## config.mk

```make
export PLATFORM = sky130hd
export DESIGN_NAME = vme_request_decoder
export DESIGN_NICKNAME = d
export VERILOG_FILES = /design/src/rtl/vme_request_decoder.sv
export SDC_FILE = /design/constraint.sdc
export NUM_CORES = 1
export LEC_CHECK = 0
export BUFFER_PORTS_ARGS = -buffer_cell sky130_fd_sc_hd__buf_2
export CAP_MARGIN = 20
export CORE_UTILIZATION = 25
export CTS_CLUSTER_SIZE = 10
export DETAILED_ROUTE_END_ITERATION = 8
export PLACE_DENSITY = 0.46
export SETUP_SLACK_MARGIN = 0.15
export SLEW_MARGIN = 20
export SYNTH_ARGS = -nofsm -noshare
export SYNTH_HDL_FRONTEND = slang
export SYNTH_SLANG_ARGS = --single-unit
```

## constraint.sdc

```tcl
create_clock -name clock -period 3.35 [get_ports clock]
set_input_delay 0.5025 -clock clock [delete_from_list [all_inputs] [get_ports clock]]
set_output_delay 0.5025 -clock clock [all_outputs]
set_load 0.02 [all_outputs]
```

## src/rtl/vme_request_decoder.sv

```systemverilog
// vme_request_decoder: strobe sync, address/fc window decode, request watchdog
module vme_request_decoder #(
  parameter logic [15:0] A16_PREFIX     = 16'hFFFF,
  parameter logic [7:0]  A24_PREFIX     = 8'hFF,
  parameter logic        A40_PREFIX     = 1'b1,
  parameter bit          ENABLE_A40     = 1'b0,
  parameter int          TIMEOUT_CYCLES = 1000
) (
  input  logic        clock,
  input  logic        reset,
  input  logic        cpu_as,
  input  logic [15:0] cpu_address,
  input  logic [2:0]  cpu_fc,
  input  logic [1:0]  cpu_dsack,
  output logic        request_vme,
  output logic        request_vme_a16,
  output logic        request_vme_a24,
  output logic        request_vme_a40,
  output logic        bus_timeout,
  output logic [7:0]  timeout_count
);
  typedef enum logic [1:0] {IDLE, REQUEST, TIMEOUT, WAIT_RELEASE} state_t;
  state_t      state, state_d;
  logic        as_meta, as_sync;
  logic [15:0] addr_q, addr_d, timer;
  logic [2:0]  fc_q, fc_d;
  logic        latch, hit16, hit24, hit40, hit, expire;
  // Decode always works on the latched view; on the capture edge that is the incoming value.
  always_comb begin
    latch   = state == IDLE && !as_sync;
    addr_d  = latch ? cpu_address : addr_q;
    fc_d    = latch ? cpu_fc : fc_q;
    hit16   = addr_d == A16_PREFIX;
    hit24   = !hit16 && addr_d[15:8] == A24_PREFIX;
    hit40   = !hit16 && !hit24 && ENABLE_A40 && addr_d[15] == A40_PREFIX;
    hit     = fc_d != 3'b111 && (hit16 || hit24 || hit40);
    expire  = cpu_dsack == 2'b11 && timer == 16'(TIMEOUT_CYCLES - 1);
    state_d = state == IDLE    ? (as_sync ? IDLE : hit ? REQUEST : WAIT_RELEASE) :
              state == REQUEST ? (as_sync ? IDLE : expire ? TIMEOUT : REQUEST) :
              (state == TIMEOUT || state == WAIT_RELEASE) ? (as_sync ? IDLE : state) : IDLE;
  end
  // Synchroniser, FSM, watchdog and registered active-low outputs.
  always_ff @(posedge clock) begin
    if (!reset) begin
      as_meta         <= 1'b1;
      as_sync         <= 1'b1;
      state           <= IDLE;
      addr_q          <= '0;
      fc_q            <= '0;
      timer           <= '0;
      timeout_count   <= '0;
      request_vme     <= 1'b1;
      request_vme_a16 <= 1'b1;
      request_vme_a24 <= 1'b1;
      request_vme_a40 <= 1'b1;
      bus_timeout     <= 1'b1;
    end else begin
      as_meta         <= cpu_as;
      as_sync         <= as_meta;
      state           <= state_d;
      addr_q          <= addr_d;
      fc_q            <= fc_d;
      timer           <= latch ? '0 :
                         (state == REQUEST && state_d == REQUEST && cpu_dsack == 2'b11) ? timer + 16'd1 : timer;
      timeout_count   <= (state == REQUEST && state_d == TIMEOUT && timeout_count != 8'hFF) ?
                         timeout_count + 8'd1 : timeout_count;
      request_vme     <= state_d != REQUEST;
      request_vme_a16 <= !(state_d == REQUEST && hit16);
      request_vme_a24 <= !(state_d == REQUEST && hit24);
      request_vme_a40 <= !(state_d == REQUEST && hit40);
      bus_timeout     <= state_d != TIMEOUT;
    end
  end
endmodule

```

==> flow_metrics.py, run 1 <==
metrics = {
    "hold_path": {
        "hold_class": "primary input to flop",
        "hold_depth": 2,
    },
    "grt": {
        "antenna_found_initial": 0,
        "grt_max_degree": 28,
        "grtUsageTotal_pct": 11.0,
        "grt_pass1_vias": 1810,
        "grt_pass1_wl_um": 8710,
        "overflow": 0,
    },
    "status": {
        "status": "finished, final reports clean",
    },
    "route": {
        "first_pass_iters": 4,
        "ant_nets": 0,
        "wl_met1_um": 2710,
        "top_layer": "met4",
        "initialDrtViolationCount": 113,
        "wl_um": 5060,
        "drc": 0,
        "met3_length_um": 218,
        "vias": 1929,
        "wl_met2_um": 2110,
        "via_per_inst": 4.67,
        "post_drt_wl_per_cell_um": 12.3,
    },
    "cells_and_area": {
        "multi_input_area_sq_um": 1230,
        "n_fill_cell": 948,
        "final_nets": 330,
        "seqCellArea_sq_um": 1020,
        "area_growth_pct": 16.0,
        "drive_above_1_share_pct": 18.0,
        "antennaDiodeCount": 0,
        "final_cell_count_no_fill": 413,
    },
    "place": {
        "dp_hpwl_um": 3720,
        "place_inst": 405,
        "gp_congestion": 0.770,
        "numPortBuffers": 35,
    },
    "run": {
        "maxCapViolCount": 0,
    },
    "yosys": {
        "yosysSeqAreaShare_pct": 44.2,
        "syn_area_sq_um": 2310,
        "synthArstFlopShare_pct": 0,
        "synth_edf_count": 0,
        "synthCells": 271,
        "ys_warn_count": 0,
        "syn_nets": 297,
        "yosysUniqueCellTypes": 43,
        "synth_seq_cells": 51,
        "syn_avg_cell_area_sq_um": 8.53,
        "ys_dominant_reg_cell": "dfxtp_1",
    },
    "power_and_ir_drop": {
        "power.switching_mw": 0.256,
        "pwr-share-clk_pct": 35.2,
        "power_density_nw_per_um2": 390,
        "p_leak_nw": 0.982,
        "internal_power_mw": 0.789,
        "combPwrFrac_pct": 5.3,
        "max-vdd-ir-drop_uv": 164,
        "seq_power_share_pct": 59.4,
        "p_sw_share_pct": 24.5,
    },
    "floorplanning": {
        "rows": 34,
        "die_w_um": 98.2,
        "core_sq_um": 8850,
        "start_util_pct": 26.1,
        "die_h_um": 98.2,
        "die-area_sq_um": 9640,
        "pin_count": 37,
    },
    "critical_path": {
        "cp_common_cell": "nor3_1",
        "cp.required_ns": 3.54,
        "critPathMaxStageDelay_ns": 0.71,
        "cp_max_fo": 22,
        "start_kind": "flop",
        "crit_type": "flop to flop",
        "endpoint_kind": "flop",
        "reg2regPathDepth": 5,
        "worst_ep_arrival_time_ns": 2.24,
        "cpMaxStageDelayCell": "or3_1",
        "cp_cell_sequence": "or3_1 > nor3_1 > o22ai_1 > nor3_1 > o21ai_1",
    },
    "timing": {
        "min_period_ns": 2.05,
        "rsz0062_at_grt": "false",
        "skew_ns": 0.0123,
        "fmax_mhz": 487,
        "setup_viol": 0,
        "setup_tns_ns": 0,
        "fin_crit_sh_pct": 61.3,
        "maxSlewViolCount": 0,
        "relSlewSlack_pct": 49.1,
        "hold_viol": 0,
        "tightest_slew_ns": 0.763,
    },
    "clock_tree": {
        "h-tree-depth": 2,
        "cts-buffers-inserted": 5,
        "clk_path_buf_depth": 2,
        "cts.sinks": 51,
        "cts.reportedPaths.clkPinSlew_ns": 0.11,
        "worstSkewPairLatency_ns": 0.30,
        "ctsResizeCount": 0,
        "cts_root_buf": "clkbuf_8",
        "post-cts-setup-buffers": 0,
        "tritoncts": "built",
        "ctsHoldBuffers": 0,
    },
}
## power groups by stage
stage	clock (mW)	sequential [mW]	combinational, mW
floorplan	0	0.633	0.0330
global placement	0	0.635	0.0564
detailed placement	0	0.636	0.0565
CTS	0.387	0.622	0.0566
global route	0.407	0.623	0.0639
finish	0.368	0.621	0.0556
## synthesized netlist by cell type (all sizes together) (4+ instances only)
library cell	instances	share of area [%]
nor2	18	3.0
or3	4	1.1
nand2b	8	2.2
mux2i	6	2.6
xnor2	4	1.5
nand4	18	4.9
dfxtp	51	44
a21boi	19	6.2
and3	6	1.7
o21ai	5	1.1
clkbuf	9	1.5
xor2	9	3.4
nor3	10	2.4
nand3	13	2.8
nand2	55	8.9
a21oi	6	1.3
## through the flow
stage / area, sq um / power (mW) / util (%) / hold WS (ns) / worst slack (ns)
floorplan: 2310 / 0.666 / - / 0.386 / 1.58
global placement: 2590 / 0.692 / 29.3 / 0.404 / 1.36
detailed placement: 2590 / 0.692 / 29.3 / 0.418 / 1.27
finish: 2680 / 1.05 / 30.3 / 0.375 / 1.30
CTS: 2680 / 1.07 / 30.3 / 0.365 / 1.23
global route: 2680 / 1.09 / 30.3 / 0.366 / 1.02
## cell usage in the layout (no fill, tap or decap), types with 5 or more instances in the layout
| master | netlist | routed |
|---|---|---|
| nand2_1 | 55 | 55 |
| nand2b_1 | 8 | 8 |
| nand4_1 | 18 | 18 |
| nor2_1 | 17 | 17 |
| buf_2 | 0 | 35 |
| nand3_1 | 13 | 13 |
| dfxtp_1 | 51 | 51 |
| xor2_1 | 9 | 9 |
| a21oi_1 | 6 | 6 |
| clkbuf_8 | 0 | 5 |
| mux2i_1 | 6 | 6 |
| a21boi_0 | 19 | 19 |
| nor3_1 | 9 | 8 |
| and3_1 | 5 | 5 |
## registers in the layout, indices dropped and copies added, names as in the netlist
register	cells
as_sync	1
request_vme_a16	1
timer	16
state	2
timeout_count	8
addr_q	16
bus_timeout	1
fc_q	3
request_vme_a24	1
request_vme	1
as_meta	1
## path summary, 6_finish.rpt
path         startpoint              end  slack, ns
min reg2reg     as_meta          as_sync       0.44
max reg2reg    state[1]  request_vme_a16       1.30
min              cpu_as          as_meta       0.37
max            state[1]  request_vme_a16       1.30
## cells by family after synthesis
kind of cell	after synthesis	synth area share (%)
AND/OR/NAND/NOR	148	32.8
flip-flops	51	44.2
AO/OA/AOI/OAI	35	11.0
buffers and inverters	14	2.76
XOR/XNOR	13	4.92
multiplexers	7	3.08
adder cells (fa/ha/maj)	2	1.08
other	1	0.162
## critical path: cells and delay by family (launching register included)
family	cells	cell delay, ns
AO/OA/AOI/OAI	2	0.24
AND/OR/NAND/NOR	3	1.29
flip-flops	1	0.41
## layout make-up
cell class                 instances  area share (%)
clock buffer                       5            2.57
clock inverter                     3           0.886
timing repair buffer              37            7.09
multi-input combinational        206            45.9
inverter                           3           0.420
sequential                        51            38.1
tap                              108            5.04
## per-layer routing
metal,up-vias,GRT usage [%]
met5,-,0
met3,2,2.65
met2,32,16.2
li1,1013,-
met1,882,16.0
met4,0,2.99
(Power assumes the default switching activity.)
==> run 2: changes to the inputs <==
==> constraint.sdc (replaced) <==
create_clock -name clock -period 2.1 [get_ports clock]
set_input_delay 0.315 -clock clock [delete_from_list [all_inputs] [get_ports clock]]
set_output_delay 0.315 -clock clock [all_outputs]
set_load 0.02 [all_outputs]
==> run 2 against run 1 <==
Net effect: final area grew 2.2%; combinational power grew 62%; via count grew 2.2%; non-clock buffer count grew 5; sequential share of layout area shrank 0.83 points; register-to-register slack lost 1.0 ns; largest power group unchanged.
==> flow_metrics.py, run 2 (synthesis results as in run 1) <==
metrics = {
    "power_and_ir_drop": {
        "power.switching_mw": 0.399,
        "max-vdd-ir-drop_uv": 266,
        "seq_power_share_pct": 55.7,
        "p_sw_share_pct": 22.4,
        "p_leak_nw": 1.02,
        "internal_power_mw": 1.38,
        "total_power_mw": 1.78,
        "combPwrFrac_pct": 5.1,
        "pwr-share-clk_pct": 39.2,
        "power_density_nw_per_um2": 649,
    },
    "critical_path": {
        "critPathLaunch": "timer[0]",
        "cp-endpoint": "timer[6]",
        "endpoint_kind": "flop",
        "critPathMaxStageDelay_ns": 0.37,
        "rr_startpoint": "timer[0]",
        "reg2regPathDepth": 7,
        "worst_ep_arrival_time_ns": 2.06,
        "crit_type": "flop to flop",
        "r2r_setup_slack_ns": 0.27,
        "cpMaxStageDelayCell": "or3_1",
        "cp_cell_sequence": "ha_1 > and4_1 > nand4_1 > buf_4 > nand2_1 > or3_1 > a21oi_1",
        "reg2reg_to": "timer[6]",
        "cp_max_fo": 6,
        "start_kind": "flop",
        "cp.required_ns": 2.33,
    },
    "clock_tree": {
        "cts-buffers-inserted": 5,
        "h-tree-depth": 2,
        "tritoncts": "built",
        "worstSkewPairLatency_ns": 0.30,
        "ctsHoldBuffers": 0,
        "cts.reportedPaths.clkPinSlew_ns": 0.10,
        "clk_path_buf_depth": 2,
        "cts.sinks": 51,
        "cts_root_buf": "clkbuf_8",
    },
    "route": {
        "ant_nets": 0,
        "drc": 0,
        "vias": 1971,
        "top_layer": "met4",
        "met3_length_um": 197,
        "post_drt_wl_per_cell_um": 12.1,
        "wl_met1_um": 2680,
        "wl_met2_um": 2160,
        "via_per_inst": 4.72,
        "initialDrtViolationCount": 78,
        "wl_um": 5050,
        "first_pass_iters": 4,
    },
    "hold_path": {
        "hold_depth": 2,
        "hold_class": "primary input to flop",
    },
    "grt": {
        "grt_pass1_wl_um": 8940,
        "antenna_found_initial": 0,
        "grt_pass1_vias": 1873,
        "grt_max_degree": 23,
        "overflow": 0,
        "grtUsageTotal_pct": 11.2,
    },
    "cells_and_area": {
        "area_growth_pct": 18.6,
        "final_common_cell": "nand2_1",
        "final_nets": 335,
        "drive_above_1_share_pct": 19.0,
        "layout_common_cells": "nand2_1, dfxtp_1, buf_2, a21boi_0, nand4_1",
        "final_cell_count_no_fill": 418,
        "top_regs": "addr_q x16, timer x16, timeout_count x8",
        "antennaDiodeCount": 0,
    },
    "timing": {
        "fin_crit_sh_pct": 87.2,
        "rsz0062_at_grt": "false",
        "setup_viol": 0,
        "min_period_ns": 1.83,
        "fmax_mhz": 546,
        "maxSlewViolCount": 0,
        "skew_ns": 0.00992,
        "setup_tns_ns": 0,
        "hold_viol": 0,
    },
    "floorplanning": {
        "rows": 34,
        "die-area_sq_um": 9640,
        "die_h_um": 98.2,
        "start_util_pct": 26.1,
        "pin_count": 37,
        "core_sq_um": 8850,
        "die_w_um": 98.2,
    },
    "status": {
        "status": "finished, final reports clean",
    },
    "place": {
        "numPortBuffers": 35,
        "dp_hpwl_um": 3760,
        "place_inst": 409,
        "gp_congestion": 0.741,
    },
    "run": {
        "maxCapViolCount": 0,
    },
}
## run 2: cell types whose count changed in the layout (fill, tap and decap cells not counted), sizes merged
cell / previous run / this run
buf: 37 / 42
bufinv: 0 / 1
clkbuf: 5 / 6
clkinv: 1 / 0
clkinvlp: 1 / 0
## run 2: power groups by stage
stage / Clock (mW) / Combinational (mW) / Sequential [mW]
finish: 0.698 / 0.0900 / 0.992
global route: 0.771 / 0.102 / 0.994
CTS: 0.727 / 0.0916 / 0.992
detailed placement: 0 / 0.0914 / 1.01
global placement: 0 / 0.0914 / 1.01
floorplan: 0 / 0.0527 / 1.01
## run 2: cell type report
class                      count  area (sq um)
clock buffer                   6          72.6
fill                         965          6110
inverter                       3          11.3
clock inverter                 2          38.8
sequential                    51          1020
timing repair buffer          42           231
tap                          108           135
multi-input combinational    206          1230
## run 2: how the worst min path moves through the flow
stage	startpoint	endpoint	slack [ns]
detailed placement	as_meta	as_sync	0.41
CTS	cpu_as	as_meta	0.18
global route	cpu_as	as_meta	0.17
floorplan	as_meta	as_sync	0.39
global placement	as_meta	as_sync	0.39
finish	cpu_as	as_meta	0.19
## run 2: what timing repair did
| action | in CTS | in global routing |
|---|---|---|
| gates resized for setup | 0 | 1 |
| buffers inserted | 0 | 1 |
| endpoints found under the setup margin | 0 | 7 |
## run 2: per-stage QoR
stage / worst slack (ns) / hold WS [ns] / utilization (%) / area, sq um
after global placement: 0.281 / 0.393 / 29.6 / 2620
after CTS: 0.237 / 0.180 / 30.9 / 2730
final: 0.269 / 0.189 / 31.0 / 2740
after floorplan: 0.330 / 0.386 / - / 2310
after detailed placement: 0.248 / 0.407 / 29.6 / 2620
after global routing: 0.150 / 0.175 / 31.0 / 2740
## run 2: routing by layer
layer / global-route usage, % / vias up
met2: 17.9 / 32
met4: 1.72 / 0
li1: - / 1019
met5: 0 / -
met3: 2.58 / 2
met1: 15.5 / 918
## run 2: worst max-delay path, delay by kind of cell, from the launching register on
| kind | cells | cell delay (ns) |
|---|---|---|
| AOI/OAI and AO/OA | 1 | 0.14 |
| adders and majority gates | 1 | 0.23 |
| buffers and inverters | 1 | 0.18 |
| DFF | 1 | 0.35 |
| and+or+nand+nor | 4 | 0.88 |
==> run 3: changes to the inputs <==
--- a/config.mk
+++ b/config.mk
@@ -7,10 +7,10 @@
 export LEC_CHECK = 0
 export BUFFER_PORTS_ARGS = -buffer_cell sky130_fd_sc_hd__buf_2
 export CAP_MARGIN = 20
-export CORE_UTILIZATION = 25
+export CORE_UTILIZATION = 55
 export CTS_CLUSTER_SIZE = 10
 export DETAILED_ROUTE_END_ITERATION = 8
-export PLACE_DENSITY = 0.46
+export PLACE_DENSITY = 0.82
 export SETUP_SLACK_MARGIN = 0.15
 export SLEW_MARGIN = 20
 export SYNTH_ARGS = -nofsm -noshare
==> run 3 against run 2 <==
Net effect: sequential power about the same; routed wire length down 10%; fmax down 2.1%; hold slack improved by 0.0048 ns; die area fell by 54%; highest routed layer unchanged; combinational power fell by 1%; final area shrank 3.2%.
==> flow_metrics.py, run 3 (synthesis results as in run 1) <==
metrics = {
    "timing": {
        "maxSlewViolCount": 0,
        "hold_viol": 0,
        "min_period_ns": 1.87,
        "fin_crit_sh_pct": 89.0,
        "setup_slack_ns": 0.230,
        "fmax_mhz": 535,
        "setup_tns_ns": 0,
        "rsz0062_at_grt": "false",
        "skew_ns": 0.00615,
        "setup_viol": 0,
    },
    "cells_and_area": {
        "drive_above_1_share_pct": 19.0,
        "layout_common_cells": "nand2_1, dfxtp_1, buf_2, a21boi_0, nand4_1",
        "antennaDiodeCount": 0,
        "area_growth_pct": 14.8,
        "final_nets": 335,
        "top_regs": "addr_q x16, timer x16, timeout_count x8",
        "n_fill_cell": 349,
        "final_cell_count_no_fill": 360,
        "final_common_cell": "nand2_1",
    },
    "critical_path": {
        "cp_max_fo": 9,
        "cp.required_ns": 2.30,
        "endpoint_kind": "flop",
        "worst_ep_arrival_time_ns": 2.07,
        "critPathMaxStageDelay_ns": 0.39,
        "path_buf_inv": 1,
        "crit_type": "flop to flop",
        "cpMaxStageDelayCell": "dfxtp_1",
        "critical_path.top_delay_family": "compound AO/OA/AOI/OAI gates",
        "cp_cell_sequence": "ha_1 > and4_1 > nand4_1 > a311oi_4 > buf_4 > a21oi_1 > a31o_2",
        "start_kind": "flop",
    },
    "route": {
        "top_layer": "met4",
        "via_per_inst": 5.51,
        "first_pass_iters": 4,
        "ant_nets": 0,
        "vias": 1985,
        "initialDrtViolationCount": 72,
        "wl_met1_um": 2110,
        "wl_met2_um": 2190,
        "post_drt_wl_per_cell_um": 12.6,
        "met3_length_um": 184,
        "drc": 0,
        "wl_um": 4540,
    },
    "place": {
        "dp_hpwl_um": 3250,
        "numPortBuffers": 35,
        "pre_cts_slack_ns": 0.205,
        "gp_congestion": 0.879,
        "place_inst": 351,
    },
    "clock_tree": {
        "worstSkewPairLatency_ns": 0.30,
        "clk_path_buf_depth": 2,
        "cts_root_buf": "clkbuf_8",
        "ctsResizeCount": 0,
        "h-tree-depth": 2,
        "cts.reportedPaths.clkPinSlew_ns": 0.09,
        "tritoncts": "built",
        "cts-buffers-inserted": 5,
        "cts.sinks": 51,
    },
    "power_and_ir_drop": {
        "internal_power_mw": 1.32,
        "seq_power_share_pct": 59.0,
        "p_leak_nw": 1.01,
        "max-vdd-ir-drop_uv": 413,
        "combPwrFrac_pct": 5.3,
        "pwr-share-clk_pct": 35.7,
        "p_sw_share_pct": 21.4,
        "power.switching_mw": 0.359,
        "power_density_nw_per_um2": 633,
    },
    "hold_path": {
        "hold_class": "primary input to flop",
    },
    "floorplanning": {
        "die-area_sq_um": 4470,
        "rows": 23,
        "die_h_um": 66.8,
        "start_util_pct": 57.4,
        "core_sq_um": 4030,
        "die_w_um": 66.8,
        "pin_count": 37,
    },
    "grt": {
        "grt_pass1_vias": 1760,
        "grt_pass1_wl_um": 7510,
        "grtUsageTotal_pct": 22.4,
        "grt_max_degree": 26,
        "antenna_found_initial": 0,
        "overflow": 0,
    },
    "status": {
        "status": "finished, final reports clean",
    },
    "run": {
        "maxCapViolCount": 0,
    },
}
==> run 3: changes by cell type in the layout (fill, tap and decap cells not counted) <==
| cell | delta |
|---|---|
| inv_6 | -1 |
| clkbuf_8 | +2 |
| buf_6 | -1 |
| buf_4 | +1 |
| bufinv_16 | -1 |
==> run 3: power groups by stage <==
stage	sequential [mW]	combinational [mW]	clock, mW
6_report	0.991	0.0889	0.600
5_1_grt	0.993	0.101	0.655
4_1_cts	0.991	0.0894	0.618
3_5_place_dp	1.01	0.0892	0
3_3_place_gp	1.01	0.0880	0
2_1_floorplan	1.01	0.0527	0
==> run 3: timing repair <==
action,4_1_cts,5_1_grt
buffers inserted,0,1
hold buffers,0,0
setup endpoints to repair,0,7
==> run 3: routing by layer <==
layer | track usage (%) | vias up
li1 | - | 1022
met1 | 26.8 | 918
met2 | 38.0 | 39
met3 | 4.11 | 6
met4 | 11.2 | 0
met5 | 0 | -
==> run 3: stage by stage <==
stage	util, %	power, mW	hold slack, ns	cell area [sq um]
after floorplan	-	1.06	0.386	2310
after global placement	63.2	1.10	0.410	2550
after detailed placement	63.2	1.10	0.421	2550
after CTS	65.7	1.70	0.191	2650
after global routing	65.9	1.75	0.187	2660
final	65.9	1.68	0.193	2660
==> run 3: worst reg2reg max path, delay by kind of cell, from the launching register on <==
kind	cells	cell delay [ns]
AO/OA/AOI/OAI	3	0.58
AND/OR/NAND/NOR	2	0.38
adder cells (fa/ha/maj)	1	0.22
buffers and inverters	1	0.21
flip-flops	1	0.39
==> run 3: final cells by class <==
cell class              instances  area, sq um  area share [%]
repair buffers                 42          228            8.58
flip-flops and latches         51         1020            38.5
well taps                      50         62.6            2.36
inverters                       3         11.3           0.424
clock buffers                   8          100            3.77
multi-input cells             206         1230            46.4
==> run 3: final timing paths <==
check | start | to | slack [ns] | cells after the start
setup / recovery | timer[0] | timeout_count[3] | 0.23 | 7
hold / removal | cpu_as | as_meta | 0.19 | 2
setup reg to reg | timer[0] | timeout_count[3] | 0.23 | 7
hold reg to reg | as_meta | as_sync | 0.44 | 1
